## src/rtl/sprite_scan_pkg.sv

```systemverilog
// sprite_scan_pkg: shared constants, scan states and slot layout for the sprite line engine
package sprite_scan_pkg;
  localparam int NUM_SPRITES = 32;
  localparam int H_VISIBLE = 640;
  localparam int H_LAST = 799;
  localparam int V_VISIBLE = 480;
  typedef enum logic [1:0] {IDLE = 2'd0, SCAN = 2'd1, DONE = 2'd2} scan_state_t;
  typedef struct packed {
    logic [9:0] x;
    logic [4:0] id;
    logic [3:0] row;
  } slot_t;
endpackage

```

## src/rtl/sprite_attr_table.sv

```systemverilog
// sprite_attr_table: 32-entry sprite attribute register file with a combinational scan read port
module sprite_attr_table
  import sprite_scan_pkg::*;
(
  input  logic       clk,
  input  logic       reset,
  input  logic [4:0] sel,
  input  logic [9:0] wr_x,
  input  logic [8:0] wr_y,
  input  logic       pos_we,
  input  logic       attr_we,
  input  logic       wr_vis,
  input  logic [4:0] rd_idx,
  output logic [9:0] rd_x,
  output logic [8:0] rd_y,
  output logic       rd_vis
);
  logic [9:0] tx [NUM_SPRITES];
  logic [8:0] ty [NUM_SPRITES];
  logic       tv [NUM_SPRITES];
  always_ff @(posedge clk or posedge reset)
    if (reset) begin
      for (int i = 0; i < NUM_SPRITES; i++) begin
        tx[i] <= '0;
        ty[i] <= '0;
        tv[i] <= 1'b0;
      end
    end else begin
      if (pos_we) begin
        tx[sel] <= wr_x;
        ty[sel] <= wr_y;
      end
      if (attr_we) tv[sel] <= wr_vis;
    end
  assign rd_x = tx[rd_idx];
  assign rd_y = ty[rd_idx];
  assign rd_vis = tv[rd_idx];
endmodule

```

## src/rtl/sprite_scan.sv

```systemverilog
// sprite_scan: per-line sprite selection during hblank and per-pixel priority lookup
module sprite_scan
  import sprite_scan_pkg::*;
#(
  parameter int NUM_SLOTS = 8,
  parameter int SPRITE_DIM = 16,
  parameter int V_TOTAL = 525
) (
  input  logic       clk,
  input  logic       reset,
  input  logic [4:0] sprite_sel,
  input  logic [9:0] sprite_x,
  input  logic [8:0] sprite_y,
  input  logic       sprite_pos,
  input  logic       sprite_attr,
  input  logic       sprite_vis,
  input  logic [9:0] hcount,
  input  logic [9:0] vcount,
  output logic       spr_hit,
  output logic [4:0] spr_index,
  output logic [3:0] spr_col,
  output logic [3:0] spr_row,
  output logic       spr_overflow,
  output logic       scan_busy
);
  localparam int CW = $clog2(NUM_SLOTS + 1);
  localparam logic [CW-1:0] SLOTS_C = CW'(NUM_SLOTS);
  localparam logic [9:0] DIM10 = 10'(SPRITE_DIM);
  localparam logic [9:0] H_START = 10'(H_VISIBLE);
  localparam logic [9:0] H_END = 10'(H_LAST);
  localparam logic [9:0] V_VIS10 = 10'(V_VISIBLE);
  localparam logic [9:0] V_LAST = 10'(V_TOTAL - 1);
  scan_state_t state;
  logic [4:0] idx;
  logic [9:0] next_line;
  slot_t pend [NUM_SLOTS];
  slot_t act [NUM_SLOTS];
  logic [CW-1:0] pend_cnt, act_cnt;
  logic pend_ovf, act_ovf;
  logic [9:0] rd_x;
  logic [8:0] rd_y;
  logic rd_vis;
  logic [9:0] dy;
  logic match;
  logic hit, show;
  slot_t win;
  logic [3:0] win_col;
  sprite_attr_table u_table (
    .clk     (clk),
    .reset   (reset),
    .sel     (sprite_sel),
    .wr_x    (sprite_x),
    .wr_y    (sprite_y),
    .pos_we  (sprite_pos),
    .attr_we (sprite_attr),
    .wr_vis  (sprite_vis),
    .rd_idx  (idx),
    .rd_x    (rd_x),
    .rd_y    (rd_y),
    .rd_vis  (rd_vis)
  );
  assign dy = next_line - {1'b0, rd_y};
  assign match = rd_vis && next_line >= {1'b0, rd_y} && dy < DIM10;
  // hcount == 640 restarts the scan from any state, so a glitch never leaves a stale pending set
  always_ff @(posedge clk or posedge reset)
    if (reset) begin
      state <= IDLE;
      idx <= '0;
      next_line <= '0;
      pend_cnt <= '0;
      pend_ovf <= 1'b0;
      act_cnt <= '0;
      act_ovf <= 1'b0;
      for (int s = 0; s < NUM_SLOTS; s++) begin
        pend[s] <= '0;
        act[s] <= '0;
      end
    end else if (hcount == H_START) begin
      state <= SCAN;
      idx <= '0;
      next_line <= (vcount == V_LAST) ? '0 : vcount + 10'd1;
      pend_cnt <= '0;
      pend_ovf <= 1'b0;
      for (int s = 0; s < NUM_SLOTS; s++) pend[s] <= '0;
    end else if (state == SCAN) begin
      if (match && pend_cnt < SLOTS_C) begin
        for (int s = 0; s < NUM_SLOTS; s++)
          if (CW'(s) == pend_cnt) pend[s] <= '{x: rd_x, id: idx, row: dy[3:0]};
        pend_cnt <= pend_cnt + 1'b1;
      end else if (match) pend_ovf <= 1'b1;
      idx <= idx + 5'd1;
      if (idx == 5'd31) state <= DONE;
    end else if (state == DONE && hcount == H_END) begin
      state <= IDLE;
      act <= pend;
      act_cnt <= pend_cnt;
      act_ovf <= pend_ovf;
    end
  // Descending walk so the lowest hitting slot is the last one assigned
  always_comb begin
    hit = 1'b0;
    win = '0;
    for (int s = NUM_SLOTS - 1; s >= 0; s--)
      if (CW'(s) < act_cnt && hcount >= act[s].x && (hcount - act[s].x) < DIM10) begin
        hit = 1'b1;
        win = act[s];
      end
  end
  assign win_col = hcount[3:0] - win.x[3:0];
  assign show = hit && hcount < H_START && vcount < V_VIS10;
  always_ff @(posedge clk or posedge reset)
    if (reset) begin
      spr_hit <= 1'b0;
      spr_index <= '0;
      spr_col <= '0;
      spr_row <= '0;
    end else begin
      spr_hit <= show;
      spr_index <= show ? win.id : '0;
      spr_col <= show ? win_col : '0;
      spr_row <= show ? win.row : '0;
    end
  assign spr_overflow = act_ovf;
  assign scan_busy = state == SCAN;
endmodule
```

## config.mk

```make
export PLATFORM = sky130hd
export DESIGN_NAME = sprite_scan
export DESIGN_NICKNAME = d
export VERILOG_FILES = /design/src/rtl/sprite_scan_pkg.sv /design/src/rtl/sprite_attr_table.sv /design/src/rtl/sprite_scan.sv
export SDC_FILE = /design/constraint.sdc
export NUM_CORES = 2
export LEC_CHECK = 0
export ABC_AREA = 1
export CORE_ASPECT_RATIO = 1.4
export CORE_MARGIN = 2
export CORE_UTILIZATION = 63
export CTS_CLUSTER_SIZE = 8
export DETAILED_ROUTE_END_ITERATION = 16
export PLACE_DENSITY = 0.8
export SLEW_MARGIN = 20
export SYNTH_ARGS = -nofsm -noshare
export SYNTH_HDL_FRONTEND = slang
export SYNTH_SLANG_ARGS = --single-unit
```

## constraint.sdc

```tcl
create_clock -name clk -period 44.8 [get_ports clk]
set_input_delay 6.72 -clock clk [delete_from_list [all_inputs] [get_ports clk]]
set_output_delay 6.72 -clock clk [all_outputs]
set_load 0.02 [all_outputs]
```

==> Word level (Yosys, flattened, before mapping) <==
Cells that the tools add are included.
W data, S select, Z words.
{ "op_classes": {"magnitude_cmp": 32, "n_eq_ne": 15, "addsub": 13, "n_reduce_logical": 48, "bitwise": 4, "muxes": 62} }
{ "ops": {"columns": ["cell", "count"], "rows": [
  ["$mux W152", 3],
  ["$bwmux W320", 1],
  ["$bwmux W288", 1],
  ["$mux W19", 8],
  ["$mux W13", 8],
  ["$lt A10 B5 Y1 const B", 9],
  ["$ge A10 B10 Y1", 8],
  ["$sub A10 B10 Y10", 8],
  ["$bmux W10 S5", 1],
  ["$demux W10 S5", 1],
  ["$bmux W9 S5", 1],
  ["$demux W9 S5", 1],
  ["$mux W10", 4],
  ["$bwmux W32", 1],
  ["$eq A10 B10 Y1 const B", 3],
  ["$reduce_and A3 Y1", 10],
  ["$mux W9", 3],
  ["$logic_and A1 B1 Y1", 23],
  ["$reduce_bool A2 Y1", 11],
  ["$mux W4", 5],
  ["$eq A3 B4 Y1 const A", 4],
  ["$lt A3 B4 Y1 const A", 4],
  ["$mux W1", 15],
  ["$mux W5", 3],
  ["28 further kinds", 38]
]} }
{ "word_totals": {"regBits": 985, "input_bits": 49, "output_inout_bits": 16, "word_cells": 329} }

==> Depth between registers and ports, before layout <==
{ "depth": {"word_depth": 14, "depth_mapped": 33, "mapped_depth_nobuf": 33} }

==> Hierarchy <==
From an unflattened synthesis, not the netlist that was laid out.
{ "unflattened": {"hier_cells": 6021, "area_unflattened_um2": 47744.5} }
{ "by_module_without_submodules": {"columns": ["mod", "instances", "cells_per_inst", "area_each_um2"], "rows": [
  ["sprite_attr_table", 1, 3748, 29440.7],
  ["sprite_scan", 1, 2273, 18303.8]
]} }

==> Least setup slack after synthesis <==
No wires, ideal clock.
{ "synth_timing": {"path_kind": "input to register", "from": "in hcount[0]", "to": "reg spr_col[3]", "t_arrival_ns": 9.519, "path_stages": 31, "n_path_buf": 1, "setup_time_ns": 0.119, "setup_slack_ns": 35.162, "path_cell_list": "inv_1 ha_1 inv_1 nand2_1 nand2_1 nand2_1 nand2_1 nand2_1 nand2_1 nand2_1 nand3_1 nor2_1 nand3_2 buf_2 o21ai_0 nand2_1 nand2_1 nand2_1 nand2_1 nand2_1 nand2_1 nand2_1 nand3_1 nand2_1 ha_1 nand2_1 o21ai_0 xor2_1 inv_1 a21oi_1 nor2_1"} }
{ "synth_via": {"elab_chain_len": 14, "word_cells_on_any_way": 61} }
{ "synth_rtl": {"columns": ["item", "line", "rtl"], "rows": [
  ["start: declaration", "sprite_scan.sv:17", "input logic [9:0] hcount,"],
  ["branches (longest 13 deep; another with $sub A10 B10 Y10)", null, null],
  ["$mux W4 *", "sprite_scan.sv:120", "spr_col <= show ? win_col : '0;"],
  ["end signal: assignment", "sprite_scan.sv:120", null],
  ["end: declaration", "sprite_scan.sv:21", "output logic [3:0] spr_col,"]
]} }
Every way passes the cells marked *.
A chain may end at the register's enable or synchronous reset.

==> Final worst setup path <==
{ "layout_timing": {"from": "in hcount[8]", "to": "reg spr_col[3]"} }
The elaborated chain is that of the path after synthesis.

==> flow_metrics.env <==
export IMPL_globalRoute_totalOverflow=0
export IMPL_clock_tree_from_tritoncts="done"
export IMPL_dominantRegCellSynth="dfrtp_1"
export IMPL_place_congestion=0.967
export IMPL_synth_async_sr_flop_share_pct=100
export IMPL_numPortBuffers=64
export IMPL_detailedRoute_firstPassIterationCount=7
export IMPL_cts_repair_resized=0
export IMPL_syn_num_nets=5988
export IMPL_category_of_the_worst_setup_path_launch_point="input pin"
export IMPL_layout_commonest_cell="nand2_1"
export IMPL_fp_coreArea_mm2=0.0749
export IMPL_hold_buffers=0
export IMPL_grt_max_degree=196
export IMPL_share_seq_of_total_power_pct=38.1
export IMPL_power_density_mw_per_mm2=54.7
export IMPL_fp_dieW_um=236
export IMPL_worstSkewPairLatency_ns=0.73
export IMPL_cts_max_level=4
export IMPL_post_route_cells_drive_above_1_share_pct=6.38
export IMPL_grt_antenna_before_repair=1
export IMPL_final_total_negative_setup_slack_ns=0
export IMPL_finalHoldViolations=0
export IMPL_maxCapViolCount=0
export IMPL_start_util_pct=63.4
export IMPL_post_route_cell_area_mm2=0.0521
export IMPL_worst_ir_drop_vdd_mv=0.0443
export IMPL_via_count=41000
export IMPL_clock_skew_final_ns=0.0263
export IMPL_chipHeight_um=329
export IMPL_rsz0062_at_grt="no"
export IMPL_synth_lib_cells_used_distinct=56
export IMPL_cp_end_kind="register"
export IMPL_layout_core_utilization_pct=69.6
export IMPL_gate_count_of_the_mapped_netlist=5837
export IMPL_pin_slew_with_the_least_headroom_to_its_limit_ns=1.13
export IMPL_synth_yosys_seq_area_share_pct=51.9
export IMPL_detail_route_vias_per_cell=6.12
export IMPL_track_usage_pct=35.8
export IMPL_antenna_violating_nets_post_route=0
export IMPL_synth_ff_latch_count=985
export IMPL_hold_path_class="reg -> reg"
export IMPL_crit_path_max_fanout=19
export IMPL_layout_cells_most_common_list="nand2_1 (1560), o21ai_0 (1181), dfrtp_1 (982), nor2_1 (446), inv_1 (404)"
export IMPL_routed_wire_length_per_instance_um=20.4
export IMPL_achievable_frequency_mhz=92.0
export IMPL_dp_hpwl_mm=83.3
export IMPL_grt_pass1_wl_mm=218
export IMPL_crit_arrival_ns=11.46
export IMPL_final_period_minus_worst_setup_slack_ns=10.87
export IMPL_post_route_drc_count=0
export IMPL_cts_setup_buffers=0
export IMPL_wire_length_reported_by_the_detailed_router_mm=137
export IMPL_layout_nets=5874
export IMPL_p_sw_mw=1.03
export IMPL_root_buffer="clkbuf_16"
export IMPL_area_growth_pct=9.75
export IMPL_fp_row_count=119
export IMPL_criticalPathCategory="in -> reg"
export IMPL_synthesis_area_mm2=0.0475
export IMPL_ioPinCount=65
export IMPL_clock_path_buffers=3
export IMPL_setup_viol=0
export IMPL_dpl_cell_area_mm2=0.0483
export IMPL_synth_edf_count=0
export IMPL_timing_final_max_slew_violations=0
export IMPL_first_global_vias=40200
export IMPL_final_fill_count=5887
export IMPL_avgSynthCellArea_um2=8.13
export IMPL_cts_buffers=142
export IMPL_layout_worst_path_cycle_share_pct=24.3
export IMPL_cts_reportedPaths_clkPinSlew_ns=0.05
export IMPL_power_share_switching_pct=36.1
export IMPL_run_status="complete, no violations"
export IMPL_crit_required_ns=45.39
export IMPL_detail_route_iter0_violations=4317
export IMPL_internal_power_of_the_cells_mw=1.82
export IMPL_clock_power_share_pct=32.7
export IMPL_cellLeakagePower_nw=24.8
export IMPL_slew_headroom_pct=24.5
export IMPL_floorplan_die_area_mm2=0.0776
export IMPL_antenna_cells=0
export IMPL_final_hold_worst_slack_ns=0.469
export IMPL_ys_warn_count=0
export IMPL_power_combinational_fraction_pct=29.2
export IMPL_clock_sink_count=985
## synthesized netlist by cell type (all sizes together), types with 4 or more instances
library cell     n  area, um2
a21oi          101        513
a22o             6       52.6
a22oi            7       52.6
a31oi           21        150
buf             69        489
clkbuf         341       1290
clkinv           5       20.0
dfrtp          985      24600
ha             100       1250
inv            409       1540
nand2         1561       5860
nand3          181        933
nand3b           5       50.1
nand4           38        238
nor2           453       1710
nor3            20        111
nor4             4       25.0
o2111ai          4       35.0
o211ai          20        150
o21ai         1273       6620
o21bai           6       45.0
o221ai          61        534
o22ai           94        588
or2             32        200
xnor2            7       61.3
xor2            15        131
## registers in the layout, indices dropped and copies added, names as in the netlist, 2 cells and up
name	count
act_cnt	4
u_table.tx	320
next_line	10
spr_row	4
state	2
pend_cnt	4
act	152
spr_col	4
u_table.ty	288
idx	5
spr_index	5
pend	152
u_table.tv	32
## worst max-delay path, stage by stage
cell,delay (ns)
clkdlybuf4s50_1,0.78
ha_1,0.57
inv_1,0.10
nor3_1,0.27
nand3_1,0.15
nand3_1,0.14
xor2_1,0.16
inv_1,0.06
nor2_1,0.09
nand4_1,0.78
nand2_1,0.30
nand3_1,0.10
nand2_1,0.10
nand3_1,0.07
nand3_1,0.07
nand2_1,0.06
ha_1,0.27
nand2_1,0.05
o21ai_0,0.18
xor2_1,0.17
inv_1,0.07
a21oi_1,0.12
nor2_1,0.06
## cell families (layout without fill, tap and decap cells)
family | after synthesis | count (layout) | synth area share, %
and+or+nand+nor | 2297 | 2297 | 19.3
AOI/OAI and AO/OA | 1607 | 1607 | 18.7
DFF | 985 | 985 | 51.9
buffers and inverters | 824 | 724 | 7.02
adders and majority gates | 102 | 102 | 2.72
xor gates and xnor gates | 22 | 22 | 0.406
## layout make-up
class | count | area (um2) | area share [%]
timing repair buffer | 152 | 1360 | 2.62
sequential | 985 | 24700 | 47.3
inverter | 414 | 1570 | 3.02
clock inverter | 9 | 100 | 0.192
tap | 968 | 1210 | 2.32
clock buffer | 149 | 3630 | 6.97
multi-input combinational | 4028 | 19600 | 37.6
## final timing paths
| kind | cells after the start | end | from | slack, ns |
|---|---|---|---|---|
| min in group asynchronous | 2 | pend[36] | reset | 6.53 |
| min | 2 | act[6] | pend[6] | 0.47 |
| min reg2reg | 2 | act[6] | pend[6] | 0.47 |
| max reg2reg | 23 | pend[46] | idx[0] | 38.17 |
| max in group asynchronous | 5 | pend[133] | reset | 34.97 |
| max | 23 | spr_col[3] | hcount[8] | 33.93 |
## power groups by stage
stage	sequential [mW]	combinational [mW]	clock [mW]
floorplan	1.07	0.567	0
global placement	1.09	0.798	0
detailed placement	1.09	0.810	0
CTS	1.08	0.818	0.940
global route	1.10	0.910	0.980
finish	1.09	0.833	0.933
## metrics by stage
stage | setup slack [ns] | std cells | power [mW]
4_1_cts | 33.78 | 6704 | 2.84
3_5_place_dp | 33.04 | 6546 | 1.90
5_1_grt | 33.45 | 6705 | 2.99
6_report | 33.93 | 6705 | 2.85
2_1_floorplan | 10.37 | 5837 | 1.63
3_3_place_gp | 33.00 | 6546 | 1.89
## routing by layer
| layer | up-vias | global-route usage, % | share of wire [%] |
|---|---|---|---|
| li1 | 18900 | - | - |
| met1 | 19800 | 43.9 | 38 |
| met2 | 1856 | 61.1 | 49 |
| met3 | 435 | 5.90 | 7.1 |
| met4 | 2 | 19.0 | 5.2 |
| met5 | - | 0 | 0.0095 |
Power figures use the tool's default switching activity.
